**src/rtl/io_interrupt_controller.sv**
```systemverilog
// Memory-mapped interrupt controller: edge-detected pending bits, per-source enable,
// fixed priority (bit 0 highest), and a claim/complete handshake with no nesting.
module io_interrupt_controller #(
  parameter logic [31:0] BASE_ADDR = 32'h0000_1000
) (
  input  logic        clk,
  input  logic        reset,
  input  logic [31:0] irq_src,
  input  logic [31:0] io_addr,
  input  logic [31:0] io_write_data,
  input  logic        io_write_en,
  output logic [31:0] io_read_data,
  output logic        io_interrupt,
  output logic [4:0]  io_interrupt_id
);

  typedef enum logic [1:0] {IDLE, REQ, SERVICE} state_t;

  localparam logic [1:0] IDX_PENDING = 2'd0;
  localparam logic [1:0] IDX_ENABLE  = 2'd1;
  localparam logic [1:0] IDX_CLAIM   = 2'd2;
  localparam logic [1:0] IDX_STATUS  = 2'd3;

  state_t      state_q, state_d;
  logic [31:0] src_q;
  logic [31:0] pending_q, pending_d;
  logic [31:0] enable_q, enable_d;
  logic [4:0]  active_id_q, active_id_d;
  logic        in_service_q, in_service_d;
  logic        irq_q, irq_d;
  logic [4:0]  irq_id_q, irq_id_d;

  logic        sel;
  logic [1:0]  idx;
  logic        wr;
  logic [31:0] rise;
  logic [31:0] eligible;
  logic [4:0]  sel_id;
  logic        unused_ok;

  assign sel       = (io_addr[31:4] == BASE_ADDR[31:4]);
  assign idx       = io_addr[3:2];
  assign wr        = sel & io_write_en;
  assign rise      = irq_src & ~src_q;
  assign eligible  = pending_q & enable_q;
  assign unused_ok = ^io_addr[1:0];

  // Scan from the top so the lowest set index is the one that sticks.
  always_comb begin
    sel_id = 5'd0;
    for (int i = 31; i >= 0; i--) begin
      if (eligible[i]) sel_id = 5'(i);
    end
  end

  always_comb begin
    io_read_data = 32'h0;
    if (sel) begin
      case (idx)
        IDX_PENDING: io_read_data = pending_q;
        IDX_ENABLE:  io_read_data = enable_q;
        IDX_CLAIM:   io_read_data = 32'h0;
        IDX_STATUS:  io_read_data = {23'd0, in_service_q, 3'd0, active_id_q};
        default:     io_read_data = 32'h0;
      endcase
    end
  end

  always_comb begin
    state_d      = state_q;
    pending_d    = pending_q;
    enable_d     = enable_q;
    active_id_d  = active_id_q;
    in_service_d = in_service_q;
    irq_d        = irq_q;
    irq_id_d     = irq_id_q;

    if (wr && idx == IDX_PENDING) pending_d = pending_q & ~io_write_data;
    if (wr && idx == IDX_ENABLE)  enable_d  = io_write_data;

    case (state_q)
      IDLE: begin
        if (|eligible) begin
          state_d  = REQ;
          irq_d    = 1'b1;
          irq_id_d = sel_id;
        end
      end
      REQ: begin
        if (wr && idx == IDX_CLAIM && io_write_data[4:0] == irq_id_q) begin
          pending_d[irq_id_q] = 1'b0;
          active_id_d  = irq_id_q;
          in_service_d = 1'b1;
          state_d      = SERVICE;
          irq_d        = 1'b0;
          irq_id_d     = 5'd0;
        end else if (eligible == 32'h0) begin
          state_d  = IDLE;
          irq_d    = 1'b0;
          irq_id_d = 5'd0;
        end else begin
          irq_id_d = sel_id;
        end
      end
      SERVICE: begin
        if (wr && idx == IDX_STATUS && io_write_data[4:0] == active_id_q) begin
          state_d      = IDLE;
          in_service_d = 1'b0;
        end
      end
      default: begin
        state_d  = IDLE;
        irq_d    = 1'b0;
        irq_id_d = 5'd0;
      end
    endcase

    // A fresh edge beats any clear (W1C or claim) of the same bit this cycle.
    pending_d = pending_d | rise;
  end

  always_ff @(posedge clk) begin
    if (reset) begin
      state_q      <= IDLE;
      src_q        <= 32'h0;
      pending_q    <= 32'h0;
      enable_q     <= 32'h0;
      active_id_q  <= 5'd0;
      in_service_q <= 1'b0;
      irq_q        <= 1'b0;
      irq_id_q     <= 5'd0;
    end else begin
      state_q      <= state_d;
      src_q        <= irq_src;
      pending_q    <= pending_d;
      enable_q     <= enable_d;
      active_id_q  <= active_id_d;
      in_service_q <= in_service_d;
      irq_q        <= irq_d;
      irq_id_q     <= irq_id_d;
    end
  end

  assign io_interrupt    = irq_q;
  assign io_interrupt_id = irq_id_q;

endmodule

```
**config.mk**
```make
export PLATFORM = sky130hd
export DESIGN_NAME = io_interrupt_controller
export DESIGN_NICKNAME = d
export VERILOG_FILES = /design/src/rtl/io_interrupt_controller.sv
export SDC_FILE = /design/constraint.sdc
export NUM_CORES = 1
export LEC_CHECK = 0
export CAP_MARGIN = 10
export CORE_MARGIN = 3
export CORE_UTILIZATION = 50
export DETAILED_ROUTE_END_ITERATION = 10
export PLACE_DENSITY = 0.81
export SLEW_MARGIN = 20
export SYNTH_ARGS = -nofsm -noshare
export SYNTH_HDL_FRONTEND = slang
export SYNTH_SLANG_ARGS = --single-unit
```
**constraint.sdc**
```tcl
create_clock -name clk -period 2.66 [get_ports clk]
set_clock_uncertainty 0.15 [all_clocks]
set_input_delay 0.532 -clock clk [delete_from_list [all_inputs] [get_ports clk]]
set_output_delay 0.532 -clock clk [all_outputs]
set_load 0.02 [all_outputs]
```
==> results of run 1 <==
==> power by group <==
group,internal [uW],switching [uW],leakage (uW)
combinational,235,175,0.00192
sequential,1720,65.2,0.000905
clock,453,599,0.000100
==> metal layers <==
metal	vias to the layer above	wire length (um)
met5	-	0
met4	0	334
met3	34	1290
met2	290	9190
met1	2778	7550
li1	2717	-
==> worst max-delay path: stages <==
cell and delay, ns:
sky130_fd_sc_hd__buf_2 0.12, sky130_fd_sc_hd__nor4_4 0.31, sky130_fd_sc_hd__nand4_4 0.13, sky130_fd_sc_hd__or3_4 0.46, sky130_fd_sc_hd__buf_16 0.21, sky130_fd_sc_hd__nor2_4 0.11, sky130_fd_sc_hd__buf_6 0.12
==> cell usage in the layout (no fill, tap or decap), types with 26 or more instances in the layout <==
cell type and instances:
sky130_fd_sc_hd__mux2i_1 36, sky130_fd_sc_hd__a21oi_1 61, sky130_fd_sc_hd__nor2b_1 34, sky130_fd_sc_hd__buf_4 43, sky130_fd_sc_hd__buf_6 33, sky130_fd_sc_hd__nor2_4 26
sky130_fd_sc_hd__nand2_1 112, sky130_fd_sc_hd__dfxtp_1 110, sky130_fd_sc_hd__clkdlybuf4s50_1 71, sky130_fd_sc_hd__inv_1 36
==> per-stage QoR <==
stage	power [uW]	instance area [um2]	instances
after floorplan	1980	5770	685
after global placement	2210	7480	959
after detailed placement	2220	7480	959
after CTS	3250	7770	979
after global routing	3360	7830	980
final	3250	7830	980
==> state kept, by name (all words and copies together) (netlist names) <==
signal           count
pending_q           32
io_interrupt         1
enable_q            32
src_q               32
in_service_q         1
active_id_q          5
io_interrupt_id      5
state_q              2
==> cell type report <==
type,count,area (um2),share of cell area (%)
well taps,136,170,2.17
clock inverters,6,80.1,1.02
flip-flops and latches,110,2200,28.1
inverters,36,135,1.73
multi-input cells,498,3340,42.6
repair buffers,184,1780,22.7
clock buffers,10,128,1.63
==> final timing paths <==
kind         depth (start not counted)            endpoint         start
max                                  7    io_read_data[18]   io_addr[11]
min                                  2        pending_q[0]      src_q[0]
max reg2reg                          6  io_interrupt_id[1]  pending_q[3]
min reg2reg                          2        pending_q[0]      src_q[0]
==> cells by family (layout without fill, tap and decap cells) <==
group           Yosys count  after routing
flops                   110            110
simple gates            311            311
compound gates          141            141
buf+inv                  77            236
mux                      36             36
xor+xnor                 10             10
==> timing repair <==
item                                    in CTS  in global routing
pin swaps                                   17                  2
cloned                                       3                  0
endpoints found under the setup margin      49                 43
resized for setup                          285                 34
buffers inserted                             1                  1
==> metrics.log, run 1 <==
INFO  metric run_status = complete, but fails checks
INFO  metric failing_checks = negative setup slack
INFO  metric post_synth_instance_area = 0.00559 mm2
INFO  metric die-height = 112 um
INFO  metric synthXorXnorAreaFrac = 1.57%
INFO  metric synth_simple_gate_area_share = 29.7%
INFO  metric ys_seq_area_share = 39.4%
INFO  metric layout.filler_cells = 798
INFO  metric final_util = 73.8%
INFO  metric post_synth_most_frequent_cells = sky130_fd_sc_hd__nand2_1, sky130_fd_sc_hd__dfxtp_1, sky130_fd_sc_hd__a21oi_1, sky130_fd_sc_hd__nor2_1
INFO  metric post_route_cells_drive_above_1_share = 20.3%
INFO  metric via_per_inst = 5.94
INFO  metric startpoint_type = primary input
INFO  metric vdd.ir_drop.worst = 0.000253 V
INFO  metric cts-root-to-sink-buffers = 2
INFO  metric timing.final.crit_period = 2.68 ns
INFO  metric final_worst_path_setup_slack = -0.0207 ns
INFO  metric async_flop_share = 0%
INFO  metric syn-mean-instance-area = 8.17 um2
INFO  metric synth_compound_area_share = 17.5%
INFO  metric core = 0.0106 mm2
INFO  metric finalSetupViolCount = 2
INFO  metric die_w = 112 um
INFO  metric crit_path_max_fanout = 7
INFO  metric endpoint_kind = output pin
INFO  metric criticalPathCategory = in -> out
INFO  metric power.static_leakage = 0.00293 uW
INFO  metric rrSetupSlack = 0.18 ns
INFO  metric track_usage = 28.3%
INFO  metric finalSetupTns = -0.0387 ns
INFO  metric diodes = 0
INFO  metric post-synth-top-count-cell = sky130_fd_sc_hd__nand2_1
INFO  metric met1_usage = 36.6%
INFO  metric port-buffer-count = 134
INFO  metric worst_pin_slew = 0.550 ns
INFO  metric clockRootBuffer = sky130_fd_sc_hd__clkbuf_8
INFO  metric area_growth_syn_to_layout = 39.9%
INFO  metric worstPathRequired = 1.98 ns
INFO  metric synth.top_cells.by_area = sky130_fd_sc_hd__dfxtp_1, sky130_fd_sc_hd__nand2_1, sky130_fd_sc_hd__mux2i_1
INFO  metric via_count = 5819
INFO  metric rsz0062_at_grt = yes
INFO  metric yosys_register_bits = 110
INFO  metric nets = 938
INFO  metric yosys.area.top_type = sky130_fd_sc_hd__dfxtp_1
INFO  metric number_of_antenna_violating_nets_in_the_routed_design = 0
INFO  metric gr-max-usage-layer = met2
INFO  metric synth_warnings = 0
INFO  metric antenna_found_initial = 0
INFO  metric number_of_placed_i_o_pins = 137
INFO  metric routabilityCongestion = 0.939
INFO  metric grt_first_pass_wirelength = 29100 um
INFO  metric slew_headroom = 62.8%
INFO  metric die_area = 0.0125 mm2
INFO  metric grt_start_max_net_pins = 48
INFO  metric synth_edf_count = 0
INFO  metric post-synth-top-area-fraction = 39.4%
INFO  metric htree_num_levels = 3
INFO  metric initialDrtViolationCount = 433
INFO  metric drc = 0
INFO  metric synthAdderAreaFrac = 0%
INFO  metric vias_in_the_first_global_route = 5716
INFO  metric wire_per_inst = 18.7 um
INFO  metric number_of_max_capacitance_violations_reported = 0
INFO  metric dp_slack = -1.00 ns
INFO  metric timing.fmax = 373 MHz
INFO  metric critPathArrivalTime = 2.00 ns
INFO  metric number_of_instances_in_the_synthesized_netlist = 685
INFO  metric cts_made_buffers = 9
INFO  metric synth_flop_cell = sky130_fd_sc_hd__dfxtp_1
INFO  metric use_met3 = 3.75%
INFO  metric timing.hold.worst.class = reg -> reg
INFO  metric power_density_over_the_cells = 415 mW/mm2
INFO  metric router_iterations_before_antenna_repair = 6
INFO  metric largest_family_of_logic_cells_by_synthesized_area = simple AND/OR/NAND/NOR gates
INFO  metric synth.mux.area_fraction = 6.44%
INFO  metric finalHoldViolations = 0
INFO  metric total_wire_length_after_detailed_routing = 18400 um
INFO  metric floorplan.rows = 37
INFO  metric grt-ovfl-total = 0
INFO  metric start_util = 52.8%
INFO  metric hold-worst-slack = 0.321 ns
INFO  metric groute.layer.met2.usage = 49.1%
INFO  metric timing_max_transition_violations_final = 0
INFO  metric cts_num_sinks = 110
INFO  metric min_period_over_period = 101%
INFO  metric ys_types = 50
INFO  metric dp_hpwl = 13300 um
INFO  metric cts_tree = yes
INFO  metric hold_buffers = 0
INFO  metric clk_slew_on_worst_s_h_paths = 0.10 ns
INFO  metric syn_nets = 784
INFO  metric clkLatencyLatePin = 0.37 ns
Note: power is estimated with default switching activity, not from simulation.
==> run 2: changes to the inputs <==
--- a/config.mk
+++ b/config.mk
@@ -8,8 +8,10 @@
 export CAP_MARGIN = 10
 export CORE_MARGIN = 3
 export CORE_UTILIZATION = 50
+export CTS_CLUSTER_DIAMETER = 100
 export DETAILED_ROUTE_END_ITERATION = 10
 export PLACE_DENSITY = 0.81
+export SETUP_SLACK_MARGIN = 0.2
 export SLEW_MARGIN = 20
 export SYNTH_ARGS = -nofsm -noshare
 export SYNTH_HDL_FRONTEND = slang
==> run 2 against run 1 <==
- the run still ends with negative setup slack left
- core utilization rose by 1.7 points
- final cell count rose by 0.20%
- critical path type unchanged
- die area did not move
- maximum frequency fell by 2.4%
- worst setup slack got worse by 0.065 ns
- via count fell by 0.41%
- power fell by 3.0%
==> metrics.log, run 2 (synthesized netlist as in run 1, its figures left out) <==
INFO  metric run_status = complete, but fails checks
INFO  metric failing_checks = negative setup slack
INFO  metric wire_per_inst = 19.2 um (+2.3%)
INFO  metric slew_headroom = 62.1% (-0.72 points)
INFO  metric startpoint_type = primary input
INFO  metric finalSetupViolCount = 26 (+24)
INFO  metric port-buffer-count = 134 (unchanged)
INFO  metric final_worst_path_setup_slack = -0.0856 ns (-0.0649 ns)
INFO  metric finalHoldViolations = 0 (unchanged)
INFO  metric grt_start_max_net_pins = 46 (-4.2%)
INFO  metric design_area = 0.00801 mm2 (+2.3%)
INFO  metric die-height = 112 um (unchanged)
INFO  metric die_w = 112 um (unchanged)
INFO  metric vias_in_the_first_global_route = 5653 (-1.1%)
INFO  metric number_of_antenna_violating_nets_in_the_routed_design = 0 (unchanged)
INFO  metric routabilityCongestion = 0.914 (-2.6%)
INFO  metric initialDrtViolationCount = 508 (+17%)
INFO  metric critPathArrivalTime = 2.06 ns (+0.06 ns)
INFO  metric number_of_max_capacitance_violations_reported = 0 (unchanged)
INFO  metric number_of_placed_i_o_pins = 137 (unchanged)
INFO  metric reg2reg_start = io_interrupt_id[4]
INFO  metric finalSetupTns = -0.979 ns (-0.940 ns)
INFO  metric seqCellArea = 0.00220 mm2 (unchanged)
INFO  metric worst_pin_slew = 0.561 ns (+0.0107 ns)
INFO  metric antenna_found_initial = 0 (unchanged)
INFO  metric drc = 0 (unchanged)
INFO  metric total_wire_length_after_detailed_routing = 18800 um (+2.5%)
INFO  metric core = 0.0106 mm2 (unchanged)
INFO  metric most-common-layout-cells = sky130_fd_sc_hd__nand2_1, sky130_fd_sc_hd__dfxtp_1, sky130_fd_sc_hd__clkdlybuf4s50_1, sky130_fd_sc_hd__a21oi_1, sky130_fd_sc_hd__buf_4
INFO  metric vdd.ir_drop.worst = 0.000395 V (+56%)
INFO  metric cts_num_sinks = 110 (unchanged)
INFO  metric multiInputGateArea = 0.00348 mm2 (+4.4%)
INFO  metric worstPathRequired = 1.98 ns (about the same)
INFO  metric regToRegEndpoint = pending_q[22]
INFO  metric hold_depth = 2 (unchanged)
INFO  metric rsz0062_at_grt = yes
INFO  metric start_util = 52.8% (unchanged)
INFO  metric timing.hold.worst.class = in -> reg
INFO  metric rrSetupSlack = 0.30 ns (+0.12 ns)
INFO  metric floorplan.rows = 37 (unchanged)
INFO  metric endpoint_kind = output pin
INFO  metric critPathSlowestCell = sky130_fd_sc_hd__or3_4
INFO  metric layout.cells.most_common = sky130_fd_sc_hd__nand2_1
INFO  metric nets = 940 (+0.21%)
INFO  metric diodes = 0 (unchanged)
INFO  metric track_usage = 29.1% (+0.79 points)
INFO  metric critical_path.startpoint = io_addr[15]
INFO  metric crit_buf_inv = 4 (+1)
INFO  metric area_growth_syn_to_layout = 43.1%
INFO  metric dp_hpwl = 13100 um (-1.2%)
INFO  metric timing.reg2reg.worst_path_depth = 7 (+1)
INFO  metric power_density_over_the_cells = 393 mW/mm2 (-5.2%)
INFO  metric grt-ovfl-total = 0 (unchanged)
INFO  metric criticalPathCategory = in -> out
INFO  metric via_per_inst = 5.90 (-0.62%)
INFO  metric clockRootBuffer = sky130_fd_sc_hd__clkbuf_8
INFO  metric clkLatencyLatePin = 0.40 ns (+0.03 ns)
INFO  metric crit_path_max_fanout = 7 (unchanged)
INFO  metric timing.fmax = 364 MHz (-2.4%)
INFO  metric post_route_cells_drive_above_1_share = 22.5% (+2.2 points)
INFO  metric path_cells = clkdlybuf4s15_1 -> nor4_4 -> nand4_4 -> or3_4 -> buf_12 -> buf_16 -> nor2_4 -> buf_6
INFO  metric cp_slowest_stage_delay = 0.41 ns (-0.05 ns)
INFO  metric cpLargestDelayFamily = simple AND/OR/NAND/NOR gates
INFO  metric layout.filler_cells = 806 (+1.0%)
INFO  metric crit_cells = 8 (+1)
INFO  metric cts-root-to-sink-buffers = 2 (unchanged)
INFO  metric timing_max_transition_violations_final = 0 (unchanged)
INFO  metric clk_slew_on_worst_s_h_paths = 0.10 ns (about the same)
INFO  metric post-place-cells = 953 (-0.63%)
INFO  metric fin_cells = 982 (+0.20%)
INFO  metric cts_made_buffers = 9 (unchanged)
INFO  metric power.static_leakage = 0.00311 uW (+6.1%)
INFO  metric layout_top_registers = enable_q: 32 flops, pending_q: 32 flops, src_q: 32 flops
INFO  metric grt_first_pass_wirelength = 29000 um (about the same)
INFO  metric via_count = 5795 (-0.41%)
INFO  metric timing.final.crit_period = 2.75 ns (+0.0649 ns)
INFO  metric hp-start = reset
INFO  metric hold_path_end = io_interrupt_id[3]
INFO  metric cts_tree = yes
INFO  metric hold_buffers = 0 (unchanged)
INFO  metric min_period_over_period = 103% (+2.4 points)
INFO  metric htree_num_levels = 3 (unchanged)
INFO  metric placed_cell_area = 0.00746 mm2 (-0.27%)
INFO  metric die_area = 0.0125 mm2 (unchanged)
INFO  metric router_iterations_before_antenna_repair = 5 (-1)
## run 2: cell count changes in the layout (fill, tap and decap cells not counted), moves of 3 or more
cell                              delta
sky130_fd_sc_hd__clkdlybuf4s50_1     -6
sky130_fd_sc_hd__nor4_2              -3
sky130_fd_sc_hd__nor3_4              +6
sky130_fd_sc_hd__or4_1              -10
sky130_fd_sc_hd__clkbuf_2            -3
sky130_fd_sc_hd__buf_6               +4
sky130_fd_sc_hd__nor4_4              +3
sky130_fd_sc_hd__or4_4              +10
sky130_fd_sc_hd__nor3_1              -7
sky130_fd_sc_hd__dlygate4sd2_1       +4
## run 2: worst max path at each step
stage,slack [ns],endpoint
finish,-0.09,io_read_data[13]
global route,-0.13,io_read_data[13]
CTS,-0.07,io_read_data[13]
detailed placement,-1.00,io_read_data[6]
global placement,-0.95,io_read_data[10]
floorplan,0.07,io_read_data[11]
## run 2: power breakdown
part	leakage, uW	total [uW]	internal, uW	switching, uW
Clock	0.0000934	964	392	572
Combinational	0.00211	402	222	179
Sequential	0.000905	1780	1720	64.2
Total	0.00311	3150	2330	815
## run 2: area by class of cell
type,count,share of cell area (%)
clock inverters,3,0.234
well taps,136,2.13
flip-flops and latches,110,27.5
multi-input cells,498,43.5
inverters,36,1.69
clock buffers,13,1.98
repair buffers,186,22.9
## run 2: worst reg2reg max path, delay by kind of cell (launching register included)
kind	cells	cell delay, ns
AOI/OAI and AO/OA	1	0.20
xor gates and xnor gates	1	0.13
buffers and inverters	1	0.20
DFF	1	0.39
and+or+nand+nor	4	1.18
## run 2: repair_timing
action	4_1_cts	5_1_grt
cloned	3	1
endpoints found under the setup margin	61	50
pin swaps	23	22
endpoints found under the hold margin	0	0
gates resized for setup	329	43
buffers inserted	5	4
## run 2: metrics by stage
| step | worst slack [ns] | hold slack, ns | utilization [%] | power, uW |
|---|---|---|---|---|
| after global routing | -0.133 | 0.245 | 75.5 | 3270 |
| after global placement | -0.946 | 0.288 | 70.4 | 2210 |
| after floorplan | 0.0737 | 0.286 | - | 1980 |
| after CTS | -0.0659 | 0.242 | 73.5 | 3150 |
| after detailed placement | -1.00 | 0.296 | 70.4 | 2220 |
| final | -0.0856 | 0.263 | 75.5 | 3150 |
## run 2: routing by layer
layer	wire (um)	track usage (%)	share of wire, %
met1	7340	36.5	39
met2	9400	48.9	50
met3	1720	6.96	9.2
met5	0	0	0
met4	351	10.1	1.9
==> run 3: changes to the inputs <==
--- a/config.mk
+++ b/config.mk
@@ -10,7 +10,7 @@
 export CORE_UTILIZATION = 50
 export CTS_CLUSTER_DIAMETER = 100
 export DETAILED_ROUTE_END_ITERATION = 10
-export PLACE_DENSITY = 0.81
+export PLACE_DENSITY_LB_ADDON = 0.1
 export SETUP_SLACK_MARGIN = 0.2
 export SLEW_MARGIN = 20
 export SYNTH_ARGS = -nofsm -noshare
==> run 3 against run 2 <==
- the run still ends with negative setup slack left
- power up 1.3%
- non-clock buffer count is 1 higher
- final area shrank 0.78%
- first-iteration DRC count down 10%
- sequential share of layout area rose by 0.22 points
- sequential power about the same
==> metrics.log, run 3 (synthesized netlist as in run 1, its figures left out) <==
INFO  metric crit_path_max_fanout = 7 (unchanged)
INFO  metric post_route_cells_drive_above_1_share = 21.6% (-0.83 points)
INFO  metric final_worst_path_setup_slack = -0.0890 ns (-0.00337 ns)
INFO  metric core = 0.0106 mm2 (unchanged)
INFO  metric run_status = complete, but fails checks
INFO  metric min_period_over_period = 103% (+0.13 points)
INFO  metric cell_with_the_most_instances_on_the_worst_path = sky130_fd_sc_hd__buf_6
INFO  metric gr-max-usage-layer = met2
INFO  metric cts_made_buffers = 9 (unchanged)
INFO  metric placed_cell_area = 0.00750 mm2 (+0.60%)
INFO  metric critPathSlowestCell = sky130_fd_sc_hd__or3_4
INFO  metric timing_max_transition_violations_final = 0 (unchanged)
INFO  metric grt_start_max_net_pins = 43 (-6.5%)
INFO  metric start_util = 52.8% (unchanged)
INFO  metric seqPwrFrac = 55.9% (-0.7 points)
INFO  metric area_growth_syn_to_layout = 42.0%
INFO  metric criticalPathCategory = in -> out
INFO  metric timing.fmax = 364 MHz (-0.12%)
INFO  metric wire_per_inst = 18.8 um (-1.7%)
INFO  metric post-place-cells = 954 (+0.10%)
INFO  metric die_w = 112 um (unchanged)
INFO  metric die-height = 112 um (unchanged)
INFO  metric regToRegEndpoint = io_interrupt_id[3]
INFO  metric via_per_inst = 5.86 (-0.69%)
INFO  metric dp_slack = -1.06 ns (-0.0565 ns)
INFO  metric floorplan.rows = 37 (unchanged)
INFO  metric use_met3 = 4.89% (-2.1 points)
INFO  metric critPathArrivalTime = 2.07 ns (about the same)
INFO  metric hold_depth = 2 (unchanged)
INFO  metric initialDrtViolationCount = 456 (-10%)
INFO  metric drc = 0 (unchanged)
INFO  metric multiInputGateArea = 0.00341 mm2 (-2.1%)
INFO  metric crit_cells = 8 (unchanged)
INFO  metric cpLargestDelayFamily = simple AND/OR/NAND/NOR gates
INFO  metric grt-ovfl-total = 0 (unchanged)
INFO  metric path_cells = buf_2 -> nor4_4 -> nand3_2 -> or3_4 -> buf_6 -> buf_12 -> nor2_4 -> buf_6
INFO  metric layout_top_registers = enable_q: 32 flops, pending_q: 32 flops, src_q: 32 flops
INFO  metric setup.worst_path.end = io_read_data[23]
INFO  metric crit_buf_inv = 4 (unchanged)
INFO  metric layout.cells.most_common = sky130_fd_sc_hd__nand2_1
INFO  metric number_of_max_capacitance_violations_reported = 0 (unchanged)
INFO  metric htree_num_levels = 3 (unchanged)
INFO  metric worstPathRequired = 1.98 ns (about the same)
INFO  metric most-common-layout-cells = sky130_fd_sc_hd__nand2_1, sky130_fd_sc_hd__dfxtp_1, sky130_fd_sc_hd__clkdlybuf4s50_1, sky130_fd_sc_hd__a21oi_1, sky130_fd_sc_hd__buf_4
INFO  metric port-buffer-count = 134 (unchanged)
INFO  metric clock_power_share = 31.4% (+0.8 points)
INFO  metric fraction_of_power_spent_switching_nets = 25.4% (-0.46 points)
INFO  metric timing.reg2reg.worst_path_depth = 6 (-1)
INFO  metric rrSetupSlack = 0.30 ns (about the same)
INFO  metric routabilityCongestion = 0.917 (+0.35%)
INFO  metric met1_usage = 34.5% (-1.9 points)
INFO  metric startpoint_type = primary input
INFO  metric timing.final.crit_period = 2.75 ns (+0.00337 ns)
INFO  metric net-switching-power = 811 uW (-0.49%)
INFO  metric via_count = 5761 (-0.59%)
INFO  metric endpoint_kind = output pin
INFO  metric clockRootBuffer = sky130_fd_sc_hd__clkbuf_8
INFO  metric finalSetupViolCount = 26 (unchanged)
INFO  metric number_of_antenna_violating_nets_in_the_routed_design = 0 (unchanged)
INFO  metric power.share.combinational = 12.7% (about the same)
INFO  metric cp_slowest_stage_delay = 0.46 ns (+0.05 ns)
INFO  metric reg2reg_start = pending_q[1]
INFO  metric worst_pin_slew = 0.763 ns (+0.202 ns)
INFO  metric number_of_placed_i_o_pins = 137 (unchanged)
INFO  metric internal-power = 2380 uW (+1.9%)
INFO  metric cts-root-to-sink-buffers = 2 (unchanged)
INFO  metric router_iterations_before_antenna_repair = 5 (unchanged)
INFO  metric finalHoldViolations = 0 (unchanged)
INFO  metric power_density_over_the_cells = 402 mW/mm2 (+2.1%)
INFO  metric layout.filler_cells = 789 (-2.1%)
INFO  metric die_area = 0.0125 mm2 (unchanged)
INFO  metric track_usage = 28.8% (-0.27 points)
INFO  metric design_area = 0.00794 mm2 (-0.78%)
INFO  metric slew_headroom = 48.7% (-13 points)
INFO  metric timing.hold.worst.class = reg -> reg
INFO  metric fin_cells = 983 (+0.10%)
INFO  metric design_power_total = 3190 uW (+1.3%)
INFO  metric total_wire_length_after_detailed_routing = 18500 um (-1.6%)
INFO  metric grt_first_pass_wirelength = 29100 um (about the same)
INFO  metric groute.layer.met2.usage = 49.9% (+1.0 points)
INFO  metric failing_checks = negative setup slack
INFO  metric vdd.ir_drop.worst = 0.000300 V (-24%)
INFO  metric dp_hpwl = 13000 um (-1.1%)
INFO  metric critical_path.startpoint = io_addr[31]
INFO  metric clk_slew_on_worst_s_h_paths = 0.10 ns (about the same)
INFO  metric power.static_leakage = 0.00299 uW (-3.9%)
INFO  metric seqCellArea = 0.00220 mm2 (unchanged)
INFO  metric nets = 941 (+0.11%)
INFO  metric vias_in_the_first_global_route = 5777 (+2.2%)
INFO  metric cts_num_sinks = 110 (unchanged)
INFO  metric antenna_found_initial = 0 (unchanged)
INFO  metric clkLatencyLatePin = 0.38 ns (-0.02 ns)
INFO  metric cts_tree = yes
INFO  metric rsz0062_at_grt = yes
[run 3: changes by cell type in the layout (fill, tap and decap cells not counted), moves of 3 or more]
cell                              delta
sky130_fd_sc_hd__or4_1               +9
sky130_fd_sc_hd__buf_6               +3
sky130_fd_sc_hd__nor3_4              -5
sky130_fd_sc_hd__buf_8               -3
sky130_fd_sc_hd__clkdlybuf4s15_2     +3
sky130_fd_sc_hd__nor3_1              +3
sky130_fd_sc_hd__or4_4               -9
[run 3: through the flow]
step	util, %	hold slack, ns	setup TNS, ns
after floorplan	-	0.286	0
after global placement	70.8	0.289	-39.58
after detailed placement	70.8	0.300	-45.80
after CTS	74.2	0.323	-1.26
after global routing	74.9	0.342	-2.80
final	74.9	0.320	-1.41
[run 3: worst register-to-register path: cells and delay by family, from the launching register on]
kind / cells / cell delay, ns
flip-flops: 1 / 0.37
AO/OA/AOI/OAI: 4 / 1.06
AND/OR/NAND/NOR: 2 / 0.67
[run 3: timing repair]
action / CTS / global route
hold buffers: 0 / 0
cloned: 3 / 0
setup endpoints to repair: 61 / 50
buffers inserted: 9 / 1
pin swaps: 20 / 7
resized for setup: 330 / 18
[run 3: worst min-delay path by stage]
stage                               end  slack (ns)      start
after floorplan            pending_q[0]        0.29   src_q[0]
after global placement     pending_q[4]        0.29   src_q[4]
after detailed placement  pending_q[15]        0.30  src_q[15]
after CTS                 pending_q[29]        0.32  src_q[29]
after global routing      pending_q[11]        0.34  src_q[11]
final                      pending_q[7]        0.32   src_q[7]
[run 3: cell type report]
class	instances	area share [%]
inverters	36	1.70
well taps	136	2.14
repair buffers	187	23.1
clock inverters	6	0.772
multi-input cells	498	42.9
diodes	1	0.0315
clock buffers	9	1.56
flip-flops and latches	110	27.7
[run 3: power by group through the flow]
stage | registers [uW] | clock network [uW] | logic (uW)
floorplan | 1800 | 0 | 184
global placement | 1810 | 0 | 398
detailed placement | 1820 | 0 | 409
CTS | 1780 | 1000 | 405
global route | 1790 | 1070 | 437
finish | 1780 | 1000 | 407
[run 3: layer usage]
layer / vias up / part of all wire (%) / wire (um)
met5: - / 0 / 0
met4: 0 / 3.5 / 653
met3: 60 / 6.6 / 1210
met2: 279 / 51 / 9470
met1: 2691 / 39 / 7170
li1: 2731 / - / -
